### src/rtl/uart_pkg.sv
// Shared definitions for the UART transmit scheduler: FSM encoding, default
// byte width and a constant-evaluable clog2.
package uart_pkg;

    localparam int unsigned DATA_BITS_DEF = 8;

    typedef enum logic [1:0] {
        S_IDLE      = 2'd0,
        S_SEND      = 2'd1,
        S_WAIT_DONE = 2'd2
    } state_e;

    function automatic int unsigned clog2(input int unsigned value);
        int unsigned r;
        r = 0;
        for (int unsigned i = 0; i < 32; i++) begin
            if ((64'(1) << i) < 64'(value)) r = i + 1;
        end
        return r;
    endfunction

endpackage

### src/rtl/rr_arbiter.sv
// Combinational round-robin search: first valid requester at or after rr_ptr,
// wrapping modulo NUM_REQ.
module rr_arbiter
    import uart_pkg::*;
#(
    parameter  int unsigned NUM_REQ = 4,
    localparam int unsigned GW      = clog2(NUM_REQ)
) (
    input  logic [NUM_REQ-1:0] req_valid_i,
    input  logic [GW-1:0]      rr_ptr_i,
    output logic [GW-1:0]      winner_o,
    output logic               any_valid_o
);

    logic [GW:0]   sum;
    logic [GW-1:0] idx;

    always_comb begin
        winner_o    = '0;
        any_valid_o = 1'b0;
        sum         = '0;
        idx         = '0;
        for (int unsigned k = 0; k < NUM_REQ; k++) begin
            // rr_ptr + k stays below 2*NUM_REQ, so a single subtract wraps it
            sum = {1'b0, rr_ptr_i} + (GW+1)'(k);
            if (sum >= (GW+1)'(NUM_REQ)) sum = sum - (GW+1)'(NUM_REQ);
            idx = sum[GW-1:0];
            if (!any_valid_o && req_valid_i[idx]) begin
                winner_o    = idx;
                any_valid_o = 1'b1;
            end
        end
    end

endmodule

### src/rtl/uart_tx_scheduler.sv
// Shares one UART transmitter among NUM_REQ byte streams with round-robin
// arbitration and a packet lock bounded by MAX_BURST and TIMEOUT_CYCLES.
module uart_tx_scheduler
    import uart_pkg::*;
#(
    parameter  int unsigned DATA_BITS      = DATA_BITS_DEF,
    parameter  int unsigned NUM_REQ        = 4,
    parameter  int unsigned MAX_BURST      = 16,
    parameter  int unsigned TIMEOUT_CYCLES = 50000,
    localparam int unsigned GW             = clog2(NUM_REQ)
) (
    input  logic                         clk_50MHz,
    input  logic                         reset,
    input  logic [NUM_REQ-1:0]           req_valid,
    input  logic [NUM_REQ*DATA_BITS-1:0] req_data,
    input  logic [NUM_REQ-1:0]           req_last,
    output logic [NUM_REQ-1:0]           req_ready,
    input  logic                         tx_busy,
    input  logic                         tx_done_tick,
    output logic                         tx_start,
    output logic [DATA_BITS-1:0]         tx_data,
    output logic [GW-1:0]                grant_id,
    output logic                         grant_active,
    output logic                         forced_release
);

    localparam int unsigned BW = clog2(MAX_BURST + 1);
    localparam int unsigned TW = (clog2(TIMEOUT_CYCLES) < 1) ? 1 : clog2(TIMEOUT_CYCLES);

    state_e                 state_q, state_d;
    logic [GW-1:0]          rr_ptr_q, rr_ptr_d;
    logic [GW-1:0]          grant_id_q, grant_id_d;
    logic                   grant_active_q, grant_active_d;
    logic [DATA_BITS-1:0]   tx_data_q, tx_data_d;
    logic                   tx_start_q, tx_start_d;
    logic [NUM_REQ-1:0]     req_ready_q, req_ready_d;
    logic                   forced_q, forced_d;
    logic                   last_q, last_d;
    logic [BW-1:0]          burst_cnt_q, burst_cnt_d;
    logic [TW-1:0]          timeout_cnt_q, timeout_cnt_d;

    logic [GW-1:0]          winner;
    logic                   any_valid;
    logic [DATA_BITS-1:0]   sel_data;
    logic                   release_c;

    rr_arbiter #(.NUM_REQ(NUM_REQ)) u_arb (
        .req_valid_i (req_valid),
        .rr_ptr_i    (rr_ptr_q),
        .winner_o    (winner),
        .any_valid_o (any_valid)
    );

    // Byte offered by the current owner.
    always_comb begin
        sel_data = '0;
        for (int unsigned i = 0; i < NUM_REQ; i++) begin
            if (grant_id_q == GW'(i)) sel_data = req_data[i*DATA_BITS +: DATA_BITS];
        end
    end

    always_ff @(posedge clk_50MHz or negedge reset) begin
        if (!reset) begin
            state_q        <= S_IDLE;
            rr_ptr_q       <= '0;
            grant_id_q     <= '0;
            grant_active_q <= 1'b0;
            tx_data_q      <= '0;
            tx_start_q     <= 1'b0;
            req_ready_q    <= '0;
            forced_q       <= 1'b0;
            last_q         <= 1'b0;
            burst_cnt_q    <= '0;
            timeout_cnt_q  <= '0;
        end else begin
            state_q        <= state_d;
            rr_ptr_q       <= rr_ptr_d;
            grant_id_q     <= grant_id_d;
            grant_active_q <= grant_active_d;
            tx_data_q      <= tx_data_d;
            tx_start_q     <= tx_start_d;
            req_ready_q    <= req_ready_d;
            forced_q       <= forced_d;
            last_q         <= last_d;
            burst_cnt_q    <= burst_cnt_d;
            timeout_cnt_q  <= timeout_cnt_d;
        end
    end

    always_comb begin
        state_d        = state_q;
        rr_ptr_d       = rr_ptr_q;
        grant_id_d     = grant_id_q;
        grant_active_d = grant_active_q;
        tx_data_d      = tx_data_q;
        last_d         = last_q;
        burst_cnt_d    = burst_cnt_q;
        timeout_cnt_d  = timeout_cnt_q;
        tx_start_d     = 1'b0;
        req_ready_d    = '0;
        forced_d       = 1'b0;
        release_c      = 1'b0;

        unique case (state_q)
            S_IDLE: begin
                if (any_valid && !tx_busy) begin
                    grant_id_d     = winner;
                    grant_active_d = 1'b1;
                    state_d        = S_SEND;
                end
            end
            S_SEND: begin
                if (req_valid[grant_id_q] && !tx_busy) begin
                    tx_data_d     = sel_data;
                    last_d        = req_last[grant_id_q];
                    tx_start_d    = 1'b1;
                    req_ready_d   = NUM_REQ'(1) << grant_id_q;
                    burst_cnt_d   = burst_cnt_q + BW'(1);
                    timeout_cnt_d = '0;
                    state_d       = S_WAIT_DONE;
                end else if (timeout_cnt_q == TW'(TIMEOUT_CYCLES - 1)) begin
                    release_c = 1'b1;
                    forced_d  = 1'b1;
                end else if (timeout_cnt_q != '1) begin
                    timeout_cnt_d = timeout_cnt_q + TW'(1);
                end
            end
            S_WAIT_DONE: begin
                if (tx_done_tick) begin
                    if (last_q) begin
                        release_c = 1'b1;
                    end else if (burst_cnt_q == BW'(MAX_BURST)) begin
                        release_c = 1'b1;
                        forced_d  = 1'b1;
                    end else begin
                        state_d = S_SEND;
                    end
                end
            end
            default: state_d = S_IDLE;
        endcase

        // Hand the pointer to the requester after the owner.
        if (release_c) begin
            rr_ptr_d       = (grant_id_q == GW'(NUM_REQ - 1)) ? '0 : grant_id_q + GW'(1);
            grant_active_d = 1'b0;
            burst_cnt_d    = '0;
            timeout_cnt_d  = '0;
            state_d        = S_IDLE;
        end
    end

    assign req_ready      = req_ready_q;
    assign tx_start       = tx_start_q;
    assign tx_data        = tx_data_q;
    assign grant_id       = grant_id_q;
    assign grant_active   = grant_active_q;
    assign forced_release = forced_q;

endmodule

### config.mk
export PLATFORM = sky130hd
export DESIGN_NAME = uart_tx_scheduler
export DESIGN_NICKNAME = d
export VERILOG_FILES = /design/src/rtl/uart_pkg.sv /design/src/rtl/rr_arbiter.sv /design/src/rtl/uart_tx_scheduler.sv
export SDC_FILE = /design/constraint.sdc
export NUM_CORES = 1
export LEC_CHECK = 0
export CORE_AREA = 2 2 76 78
export CTS_CLUSTER_DIAMETER = 30
export DETAILED_ROUTE_END_ITERATION = 10
export DIE_AREA = 0 0 78 80
export PLACE_DENSITY = 0.78
export SLEW_MARGIN = 5
export SYNTH_ARGS = -nofsm -noshare
export SYNTH_HDL_FRONTEND = slang
export SYNTH_HIERARCHICAL = 1
export SYNTH_SLANG_ARGS = --single-unit
### constraint.sdc
create_clock -name clk_50MHz -period 2.85 [get_ports clk_50MHz]
set_clock_uncertainty 0.15 [all_clocks]
set_input_delay 0.57 -clock clk_50MHz [delete_from_list [all_inputs] [get_ports clk_50MHz]]
set_output_delay 0.57 -clock clk_50MHz [all_outputs]
set_load 0.05 [all_outputs]
Word level (Yosys, flattened, before mapping)
Index checks and enable logic that the tools add are counted.
{"block": "totals", "ff_bits": 43, "inputBits": 44, "output_inout_bits": 17, "wordCells": 127}
{"block": "classes", "add_sub_neg": 10, "n_lt_le_gt_ge": 9, "eq_ne": 14, "n_shift": 1, "muxes": 60, "n_reduce_logical": 22}
{"operator": "$mux 16", "n": 5}
{"operator": "$mux 8", "n": 4}
{"operator": "$mux 2", "n": 15}
{"operator": "$mux 1", "n": 22}
{"operator": "$ne 3x3->1 const B", "n": 6}
{"operator": "$add 16x1->16 const B", "n": 1}
{"operator": "$eq 16x16->1 const B", "n": 1}
{"operator": "$ne 16x16->1 const B", "n": 1}
{"operator": "$lt 2x3->1 const B", "n": 5}
{"operator": "$mux 5", "n": 3}
{"operator": "$bmux 1 s2", "n": 6}
{"operator": "$ge 3x3->1 const B", "n": 3}
{"operator": "$mux 4", "n": 2}
{"operator": "$reduce_and 2->1", "n": 4}
{"operator": "$reduce_bool 2->1", "n": 4}
{"operator": "$sub 2x1->2 const B", "n": 4}
{"operator": "$add 2x2->3 const B", "n": 2}
{"operator": "$eq 2x2->1 const B", "n": 3}
{"operator": "$pmux 2 s3", "n": 1}
{"operator": "$add 5x1->5 const B", "n": 1}
{"operator": "$eq 5x5->1 const B", "n": 1}
{"operator": "$logic_and 1x1->1", "n": 5}
{"operator": "$reduce_and 5->1", "n": 1}
{"operator": "$eq 2x1->1 const B", "n": 2}
{"operator": "9 further kinds", "n": 14}

Longest topological paths before layout
{"block": "logic_depth", "word_depth": 18, "depth_mapped": 8, "mapped_depth_nobuf": 7}

By module
Netlist, hierarchy kept.
{"mod": "uart_tx_scheduler", "n_inst": 1, "cells_per_inst": 263, "area_per_inst_um2": 2533.7, "seq_area_each_um2": 1076.0}
{"mod": "rr_arbiter", "n_inst": 1, "cells_per_inst": 15, "area_per_inst_um2": 77.6, "seq_area_each_um2": 0.0}

Worst setup path before layout
Ideal clock, no wire load.
{"block": "synth_timing", "path_type": "register to register", "startpoint": "register grant_id_q[0], in the netlist grant_id[0]", "endpoint": "register timeout_cnt_q[5]", "t_arrival_ns": 2.340, "required_ns": 2.590, "slack_ns": 0.250, "stages_incl_launch_ff": 7, "period_less_slack_ns": 2.600, "path_cell_list": "dfrtp_1 clkbuf_1 mux2i_1 o22ai_1 a211oi_1 or2b_2 o41ai_1"}
{"block": "synth_via", "elab_chain_len": 7, "word_cells_on_any_way": 12, "cone_classes": "eq/ne: 1; mux: 7; reduce/logical: 4"}
{"item": "start, declared", "line_no": "uart_tx_scheduler.sv:32", "source": "logic [GW-1:0] grant_id_q, grant_id_d;"}
{"item": "start signal, assigned", "line_no": "uart_tx_scheduler.sv:78", "source": "grant_id_q <= grant_id_d;"}
{"item": "$bmux 1 s2 *", "line_no": "uart_tx_scheduler.sv:113", "source": "if (req_valid[grant_id_q] && !tx_busy) begin"}
{"item": "$mux 1 (not written as such) *", "line_no": "uart_tx_scheduler.sv:113"}
{"item": "$logic_and 1x1->1 *", "line_no": "uart_tx_scheduler.sv:113"}
{"item": "$mux 1", "line_no": "uart_tx_scheduler.sv:113"}
{"item": "$pmux 1 s2", "line_no": "uart_tx_scheduler.sv:104", "source": "unique case (state_q)"}
{"item": "$ne 3x3->1 (no source line) (tied with other cells)"}
{"item": "$reduce_and 3->1 (no source line)"}
{"item": "end signal, assigned", "line_no": "uart_tx_scheduler.sv:86", "source": "timeout_cnt_q <= timeout_cnt_d;"}
{"item": "end, declared", "line_no": "uart_tx_scheduler.sv:40", "source": "logic [TW-1:0] timeout_cnt_q, timeout_cnt_d;"}
Every way passes the cells marked *; elsewhere a longest branch is shown, timed or not. The select of a mux whose other input is x is not followed.
A chain may end at the register's enable or synchronous reset.

Final worst setup path
{"block": "layout_timing", "startpoint": "register timeout_cnt_q[0]", "endpoint": "register timeout_cnt_q[13]"}
{"block": "layout_via", "elab_chain_len": 6, "word_cells_on_any_way": 15, "cone_classes": "add/sub: 1; eq/ne: 3; mux: 8; reduce/logical: 3"}
{"item": "$add 16x1->16 / $eq 16x16->1 (equally long branches)", "line_no": "uart_tx_scheduler.sv:125, uart_tx_scheduler.sv:121"}
{"item": "$mux 16 / $mux 1 (equally long branches)", "line_no": "uart_tx_scheduler.sv:124, uart_tx_scheduler.sv:121"}
{"item": "$mux 16 / $mux 1 (equally long branches)", "line_no": "uart_tx_scheduler.sv:121, uart_tx_scheduler.sv:113"}
{"item": "$mux 16 / $pmux 1 s2 (equally long branches)", "line_no": "uart_tx_scheduler.sv:113, uart_tx_scheduler.sv:104"}
{"item": "$mux 16 (tied with other cells)", "line_no": "uart_tx_scheduler.sv:104"}
{"item": "$mux 16 / $reduce_and 3->1 (equally long branches)"}
Parallel ways exist; a longest one is shown, timed or not. The select of a mux whose other input is x is not followed.

==> results.json <==
{
  "cts_root_buf": "clkbuf_8",
  "cts_buffers": 5,
  "synth_edf_count": 0,
  "portBuffers": 60,
  "power_density_mw_per_mm2": 937,
  "ctsResizeCount": 0,
  "antennaDiodeCount": 0,
  "dr.pass1.iters": 4,
  "ant_nets": 0,
  "slew_viol_final": 0,
  "max_stage_delay_ps": 580,
  "synth.distinct_cells": 55,
  "synth_area_per_cell_um2": 9.39,
  "gr-total-overflow": 0,
  "cp_num_buf_inv": 1,
  "post_cts_buffers": 0,
  "fp.coreArea_mm2": 0.00541,
  "synth-main-ff-cell": "dfrtp_1",
  "grt.total_usage_pct": 21.9,
  "cp_data_arrival_time_ps": 2540,
  "final_cell_mix": "59 x clkdlybuf4s50_1, 43 x dfrtp_1, 30 x a21oi_1",
  "outcome": "completed",
  "place_inst": 407,
  "path_clk_slew_ps": 80,
  "nFillCells": 450,
  "r2r_start": "timeout_cnt_q[0]$_DFFE_PN0P_",
  "dpl.hpwl_um": 4830,
  "drt_wl_total_um": 6490,
  "worst_pin_slew_ps": 627,
  "post-route-period-util_pct": 88.9,
  "hold_violations": 0,
  "gp_congestion": 0.901,
  "grt_pass1_vias": 2264,
  "leakagePower_uw": 0.00137,
  "grt_pass1_wl_um": 10900,
  "start_kind": "flip-flop",
  "via_per_inst": 5.69,
  "grt_setup_unrepaired": "no",
  "layout_setup_ws_ps": 316,
  "clk_latency_ps": 300,
  "ys_warn_count": 6,
  "ys_seq_area_share_pct": 41.2,
  "drc": 0,
  "synth_area_mm2": 0.00261,
  "htreeDepth": 2,
  "cts.path.max_buffers": 2,
  "relSlewSlack_pct": 57.7,
  "hp-class": "in -> async",
  "syn_inst": 278,
  "async_flop_share_pct": 100,
  "vdd_drop_max_mv": 0.359,
  "final_common_cell": "clkdlybuf4s50_1",
  "grt_max_degree": 28,
  "crit_top_cell": "or4_1",
  "synth_fp_nets": 333,
  "drtIter0Drc": 89,
  "rrSetupSlack_ps": 320,
  "max_freq_ghz": 0.395,
  "cp.required_ps": 2860,
  "reg2reg_to": "timeout_cnt_q[13]$_DFFE_PN0P_",
  "wl_per_cell_um": 15.6,
  "critical_path.top_delay_family": "simple AND/OR/NAND/NOR gates",
  "holdBufCountCts": 0,
  "fin_util_pct": 62.8,
  "fp.dieW_um": 78,
  "setup_viol": 0,
  "antenna_found_initial": 0,
  "pre_cts_ws_ps": 24.6,
  "clock_sinks": 43,
  "die_h_um": 80,
  "cts_tree": "built",
  "cp_cell_sequence": "ha_1 -> nand3_1 -> or4_1 -> o211ai_2 -> buf_4 -> or4_1 -> a21oi_1",
  "vias": 2360,
  "fin_setup_tns_ps": 0,
  "nNetsFinal": 397,
  "final_cells": 415,
  "critPathMaxFanout": 14,
  "crit_type": "reg -> reg",
  "fin_total_pwr_uw": 3180,
  "fin_crit_ps": 2530,
  "die_area_mm2": 0.00624,
  "crit_slowest_cell": "or4_1",
  "cp-end-kind": "flip-flop",
  "syn_to_final_growth_pct": 30.0,
  "layout-drive-gt1-share_pct": 9.33,
  "drv_cap": 0,
  "row_count": 27,
  "ys_seq_elements": 43,
  "reg2reg_depth": 7,
  "initial_utilization_pct": 48.3,
  "io_pins": 61
}
==> registers in the layout, summed over array words and instances, names as in the netlist <==
name / cells
burst_cnt_q: 5
forced_release: 1
grant_active: 1
grant_id: 2
last_q: 1
req_ready: 4
rr_ptr_q: 2
state_q: 2
timeout_cnt_q: 16
tx_data: 8
tx_start: 1
==> cell families after synthesis <==
family,synth area share [%]
XOR/XNOR,2.01
buffers and inverters,5.37
multiplexers,4.17
AO/OA/AOI/OAI,19.3
adder cells (fa/ha/maj),5.27
flip-flops,41.2
AND/OR/NAND/NOR,22.7
==> worst max path at each step <==
stage                                  from                             to  slack [ps]  depth (start not counted)
2_1_floorplan       grant_id[0]$_DFFE_PN0P_   timeout_cnt_q[5]$_DFFE_PN0P_         250                          6
5_1_grt        timeout_cnt_q[5]$_DFFE_PN0P_        rr_ptr_q[1]$_DFFE_PN0P_         170                          5
3_3_place_gp                   req_valid[0]   timeout_cnt_q[5]$_DFFE_PN0P_         170                          6
3_5_place_dp                   req_valid[0]   timeout_cnt_q[5]$_DFFE_PN0P_          20                          6
4_1_cts        timeout_cnt_q[0]$_DFFE_PN0P_  timeout_cnt_q[13]$_DFFE_PN0P_         310                          7
6_report       timeout_cnt_q[0]$_DFFE_PN0P_  timeout_cnt_q[13]$_DFFE_PN0P_         320                          7
==> final cells by class <==
cell class                      instances  area [um2]  area share, %
Clock buffer                            5        68.8           2.03
Timing Repair Buffer                   68         656           19.3
Clock inverter                          3        15.0          0.442
Tap cell                               72        90.1           2.65
Multi-Input combinational cell        204        1410           41.7
Inverter                               20        75.1           2.21
Sequential cell                        43        1080           31.7
==> per-layer routing <==
metal / GRT usage, % / up-vias / share of wire (%)
met4: 4.56 / 0 / 0.29
li1: - / 1143 / -
met2: 37.4 / 72 / 49
met3: 5.66 / 2 / 6.9
met5: 0 / - / 0
met1: 28.0 / 1143 / 44
==> stage by stage <==
stage	cell area (um2)	hold slack, ps
floorplan	2610	124
global placement	3310	328
detailed placement	3310	334
CTS	3390	112
global route	3390	134
finish	3390	96.4
==> Yosys cell counts (3+ instances only) <==
cell	n	area (um2)
o21ai_0	4	20.0
nand2b_1	5	31.3
or4_1	5	37.5
nand4_1	10	62.6
inv_1	19	71.3
nor2_1	19	71.3
o21ai_1	6	30.0
or3_1	5	31.3
nand3b_1	4	30.0
ha_1	11	138
mux2_2	3	33.8
nor2b_1	10	62.6
o31ai_1	4	30.0
dfrtp_1	43	1080
xor2_1	4	35.0
and2_1	5	31.3
nor3_1	8	40.0
a211oi_1	3	22.5
clkbuf_1	9	33.8
mux2i_1	3	30.0
a21oi_1	30	150
o211ai_1	3	22.5
nand2_1	13	48.8
a221oi_1	7	61.3
nand3_1	8	40.0
==> power by group <==
part	internal [uW]	total [uW]	switching, uW
combinational	704	1700	998
sequential	844	1100	258
clock	168	376	208
total	1720	3180	1460
(Power assumes the default switching activity.)
